<file path="config.mk">
export PLATFORM = sky130hd
export DESIGN_NAME = instruction_fetch
export DESIGN_NICKNAME = d
export VERILOG_FILES = /design/src/rtl/fetch_pkg.sv /design/src/rtl/instruction_fetch.sv
export SDC_FILE = /design/constraint.sdc
export NUM_CORES = 1
export LEC_CHECK = 0
export CORE_ASPECT_RATIO = 2
export CORE_MARGIN = 5
export CORE_UTILIZATION = 47
export CTS_CLUSTER_SIZE = 28
export DETAILED_ROUTE_END_ITERATION = 6
export PLACE_DENSITY = 0.89
export SYNTH_ARGS = -nofsm -noshare
export SYNTH_HDL_FRONTEND = slang
export SYNTH_SLANG_ARGS = --single-unit
</file>
<file path="constraint.sdc">
create_clock -name CLK -period 2.2 [get_ports CLK]
set_input_delay 0.22 -clock CLK [delete_from_list [all_inputs] [get_ports CLK]]
set_output_delay 0.22 -clock CLK [all_outputs]
set_load 0.01 [all_outputs]
</file>
<file path="src/rtl/fetch_pkg.sv">
// Shared types and default widths for the instruction fetch unit.
package fetch_pkg;

  localparam int FETCH_ADDR_W  = 10;
  localparam int FETCH_INSTR_W = 16;
  localparam logic [FETCH_ADDR_W-1:0] FETCH_RESET_PC = 10'd0;

  typedef enum logic [0:0] {
    IDLE = 1'b0,
    WAIT = 1'b1
  } fetch_state_t;

endpackage

</file>
<file path="src/rtl/instruction_fetch.sv">
// Fetch unit: owns the PC, runs the req/ack read handshake with instruction memory
// and delivers each word with a one-cycle irw strobe; branches can squash a fetch in flight.
module instruction_fetch
  import fetch_pkg::*;
#(
  parameter int                ADDR_W   = FETCH_ADDR_W,
  parameter int                INSTR_W  = FETCH_INSTR_W,
  parameter logic [ADDR_W-1:0] RESET_PC = FETCH_RESET_PC
) (
  input  logic               CLK,
  input  logic               reset,
  input  logic               stall,
  input  logic               branch_taken,
  input  logic [ADDR_W-1:0]  branch_target,
  output logic               imem_req,
  output logic [ADDR_W-1:0]  imem_addr,
  input  logic               imem_ack,
  input  logic [INSTR_W-1:0] imem_rdata,
  output logic [INSTR_W-1:0] instr,
  output logic               irw,
  output logic [ADDR_W-1:0]  pc
);

  fetch_state_t        r_state;
  logic [ADDR_W-1:0]   r_pc;
  logic                r_req;
  logic [ADDR_W-1:0]   r_addr;
  logic [INSTR_W-1:0]  r_instr;
  logic                r_irw;
  logic                r_squash;

  fetch_state_t        w_state_nxt;
  logic [ADDR_W-1:0]   w_pc_nxt;
  logic                w_req_nxt;
  logic [ADDR_W-1:0]   w_addr_nxt;
  logic [INSTR_W-1:0]  w_instr_nxt;
  logic                w_irw_nxt;
  logic                w_squash_nxt;

  // State and output registers; reset also drops an outstanding request at once.
  always_ff @(posedge CLK or posedge reset) begin
    if (reset) begin
      r_state  <= IDLE;
      r_pc     <= RESET_PC;
      r_req    <= 1'b0;
      r_addr   <= '0;
      r_instr  <= '0;
      r_irw    <= 1'b0;
      r_squash <= 1'b0;
    end else begin
      r_state  <= w_state_nxt;
      r_pc     <= w_pc_nxt;
      r_req    <= w_req_nxt;
      r_addr   <= w_addr_nxt;
      r_instr  <= w_instr_nxt;
      r_irw    <= w_irw_nxt;
      r_squash <= w_squash_nxt;
    end
  end

  // Next-state logic; a branch always wins over the sequential PC increment.
  always_comb begin
    w_state_nxt  = r_state;
    w_pc_nxt     = r_pc;
    w_req_nxt    = r_req;
    w_addr_nxt   = r_addr;
    w_instr_nxt  = r_instr;
    w_irw_nxt    = 1'b0;
    w_squash_nxt = r_squash;
    case (r_state)
      IDLE: begin
        if (branch_taken) begin
          w_pc_nxt = branch_target;
        end else begin
          w_pc_nxt = r_pc;
        end
        if (!stall) begin
          w_addr_nxt  = branch_taken ? branch_target : r_pc;
          w_req_nxt   = 1'b1;
          w_state_nxt = WAIT;
        end else begin
          w_state_nxt = IDLE;
        end
      end
      WAIT: begin
        if (!imem_ack) begin
          if (branch_taken) begin
            w_pc_nxt     = branch_target;
            w_squash_nxt = 1'b1;
          end else begin
            w_pc_nxt = r_pc;
          end
        end else if (r_squash || branch_taken) begin
          // Word belongs to the abandoned path: drop it.
          w_pc_nxt     = branch_taken ? branch_target : r_pc;
          w_squash_nxt = 1'b0;
          w_req_nxt    = 1'b0;
          w_state_nxt  = IDLE;
        end else begin
          w_instr_nxt = imem_rdata;
          w_irw_nxt   = 1'b1;
          w_pc_nxt    = r_pc + ADDR_W'(1);
          w_req_nxt   = 1'b0;
          w_state_nxt = IDLE;
        end
      end
      default: begin
        w_state_nxt  = IDLE;
        w_req_nxt    = 1'b0;
        w_squash_nxt = 1'b0;
      end
    endcase
  end

  assign imem_req  = r_req;
  assign imem_addr = r_addr;
  assign instr     = r_instr;
  assign irw       = r_irw;
  assign pc        = r_pc;

endmodule

</file>
==> out/qor.txt <==
outcome - finished clean
Max stage delay cell, worst path - clkdlybuf4s50_1
Hold Path Class - input pin to asynchronous set/reset pin
DR WL/cell - 15.97 µm
Fin. Hold Viols - 0
largest net degree at the start of global routing - 41
PostCTS Resize Cnt - 0
gr usage total - 0.1840
nets - 253
Critical path buffers and inverters - 1
post-synthesis sequential area ratio - 0.5525
delay-heaviest family, CP - buffers and inverters
Final Instance Count excl. Fillers - 272
Post-CTS Setup Bufs - 0
Final period util - 0.7209
endpoint type of the worst setup path - output port
leak pwr - 1.116 nW
commonest non-fill, non-tap cell in the layout - clkdlybuf4s50_1
Setup-failing EPs final - 0
Peak VDD IR - 0.0007846 V
routing usage on met1 - 0.1833
Die Y - 97.80 µm
later-pin clock latency in the skew report - 0.30 ns
CTS tree - done
Mean Syn Cell Area - 12.00 µm²
total negative setup slack - 0 ns
Total Power - 2.187 mW
RePlAce Congestion - 0.7115
total clock sinks - 40
starting utilization of the core area - 0.4763
post-synthesis register bit count - 40
worst clock skew - 0.007279 ns
core footprint - 3804 µm²
Avg Vias per Cell - 4.949
Slew @ Worst Pin - 0.4928 ns
hold_buf cts - 0
GRT overflow - 0
ant diodes - 0
Ys Warns - 0
wirelength, routed - 4345 µm
Relative slew margins - 0.6714
Syn Inst Count - 151
met3 GRT Util - 0.04122
via count - 1346
clock transition at the registers of the reported paths - 0.07 ns
Net Count, Synth - 183
CTS root buffer - clkbuf_8
Die W - 53.90 µm
CTS Buffer Depth - 2
RSZ-0062 raised after global routing - no
post-synth cell types - 33
Fill cells - 287
first-pass GRT wire length - 6886 µm
area grow syn2layout - 44.13%
fmax - 630.6 MHz
layout cell share with drive strength beyond 1 - 0.1131
P per Cell Area - 837.5 nW/µm²
most frequent cells in the layout - clkdlybuf4s50_1 (68), dfrtp_1 (40), nand2_1 (21), o21ai_0 (16), mux2i_1 (10)
CP cell instances - clkdlybuf4s50_1
hpwl dp - 3372 µm
CP Max Fanout - 6
# port buffers - 68
Rows - 32
vias in the first global route - 1363
Startpoint Class - flop
met2 GRT Util - 0.3243
crit path time final - 1.586 ns
number of cells on the critical path - 1
H-tree depth - 2
final antenna-violating net count - 0
critical path's largest stage delay - 0.59 ns
DRC - 0
GRT Max-Usage Layer - met2
TritonRoute pass-1 iters - 4
I/O pin count - 69
placed insts - 265
area occupied by multi-input gates - 750.7 µm²
register area - 1001 µm²
path type of the worst setup path - flop to output port
R2R depth - 3
Post-Syn Area - 1812 µm²
Iter 0 DRT Violations - 29
Critical Path RT - 1.98 ns
initial antenna violation count - 0
Final Max Tran Viols - 0
WP data arrival - 1.37 ns
maxcap violations - 0
TritonCTS Buffers - 5
die area - 5271 µm²
-- cell type report --
class | count | area share
Clock buffer | 6 | 0.02779
Multi-Input combinational cell | 99 | 0.2875
Tap cell | 51 | 0.02444
Clock inverter | 1 | 0.001917
Inverter | 4 | 0.005750
Sequential cell | 40 | 0.3833
Timing Repair Buffer | 71 | 0.2693
-- worst min-delay path, delay by kind of cell --
family	cells	cell delay (ns)
buffers and inverters	3	0.90
-- final timing paths --
check                        startpoint            to  slack (ns)
max in group asynchronous         reset         pc[4]        1.47
hold reg to reg            imem_addr[4]  imem_addr[4]        0.48
hold / removal                    reset         pc[8]        0.38
min in group CLK           imem_addr[4]  imem_addr[4]        0.48
setup reg to reg                r_state     instr[11]        0.70
setup / recovery                  pc[3]         pc[3]        0.61
-- metal layers --
| metal | wire length (µm) | share of wire | vias to the layer above |
|---|---|---|---|
| li1 | - | - | 656 |
| met1 | 1470 | 0.34 | 645 |
| met2 | 2538 | 0.58 | 33 |
| met3 | 166 | 0.038 | 12 |
| met4 | 170 | 0.039 | 0 |
| met5 | 0 | 0 | - |
-- cell families after synthesis --
kind of cell,after synthesis,synth area share
simple gates,37,0.1278
flops,40,0.5525
buf+inv,12,0.03314
mux,26,0.1547
xor+xnor,8,0.03868
compound gates,27,0.08633
fa+ha+maj,1,0.006905
-- power by group --
part / internal [mW] / switching (mW)
Sequential: 0.900 / 0.105
Combinational: 0.439 / 0.285
Clock: 0.215 / 0.242
Total: 1.55 / 0.632
-- synthesized netlist by cell type --
master    count  area share
buf_4         1      0.0041
mux2i_1      10       0.055
mux2_1        8       0.050
buf_6         1      0.0062
a311oi_1      1      0.0048
o21ai_0      16       0.044
nand3b_4      1       0.011
xor2_1        1      0.0048
nor2_8        1       0.011
nand4_4       1       0.012
nand4b_1      1      0.0048
nor4_2        1      0.0069
mux2_2        8       0.050
nand2_1      21       0.044
clkbuf_1      2      0.0041
xnor2_1       7       0.034
ha_1          1      0.0069
nor2_1        3      0.0062
a211oi_1      1      0.0041
buf_1         1      0.0021
nor2b_1       1      0.0035
buf_2         3      0.0083
o21ai_2       2      0.0097
o21ai_1       2      0.0055
or2_2         1      0.0035
a21oi_1       2      0.0055
a21o_1        1      0.0041
o21a_1        2      0.0083
nor4_4        1       0.012
nor3_1        2      0.0055
inv_1         4      0.0083
nand3_1       3      0.0083
dfrtp_1      40        0.55
-- registers in the layout, summed over array words and instances (netlist names) --
| name | count |
|---|---|
| imem_req | 1 |
| r_squash | 1 |
| instr | 16 |
| pc | 10 |
| r_state | 1 |
| imem_addr | 10 |
| irw | 1 |
-- through the flow --
stage                     hold slack (ns)  worst slack, ns    util  cell area (µm²)
after floorplan                    0.3059           0.8288       -             1812
after global placement             0.4610           0.3980  0.6661             2534
after detailed placement           0.4694           0.3655  0.6661             2534
after CTS                          0.4008           0.5964  0.6865             2611
after global routing               0.4325           0.5720  0.6865             2611
final                              0.3832           0.6141  0.6865             2611
(Power assumes the default switching activity.)
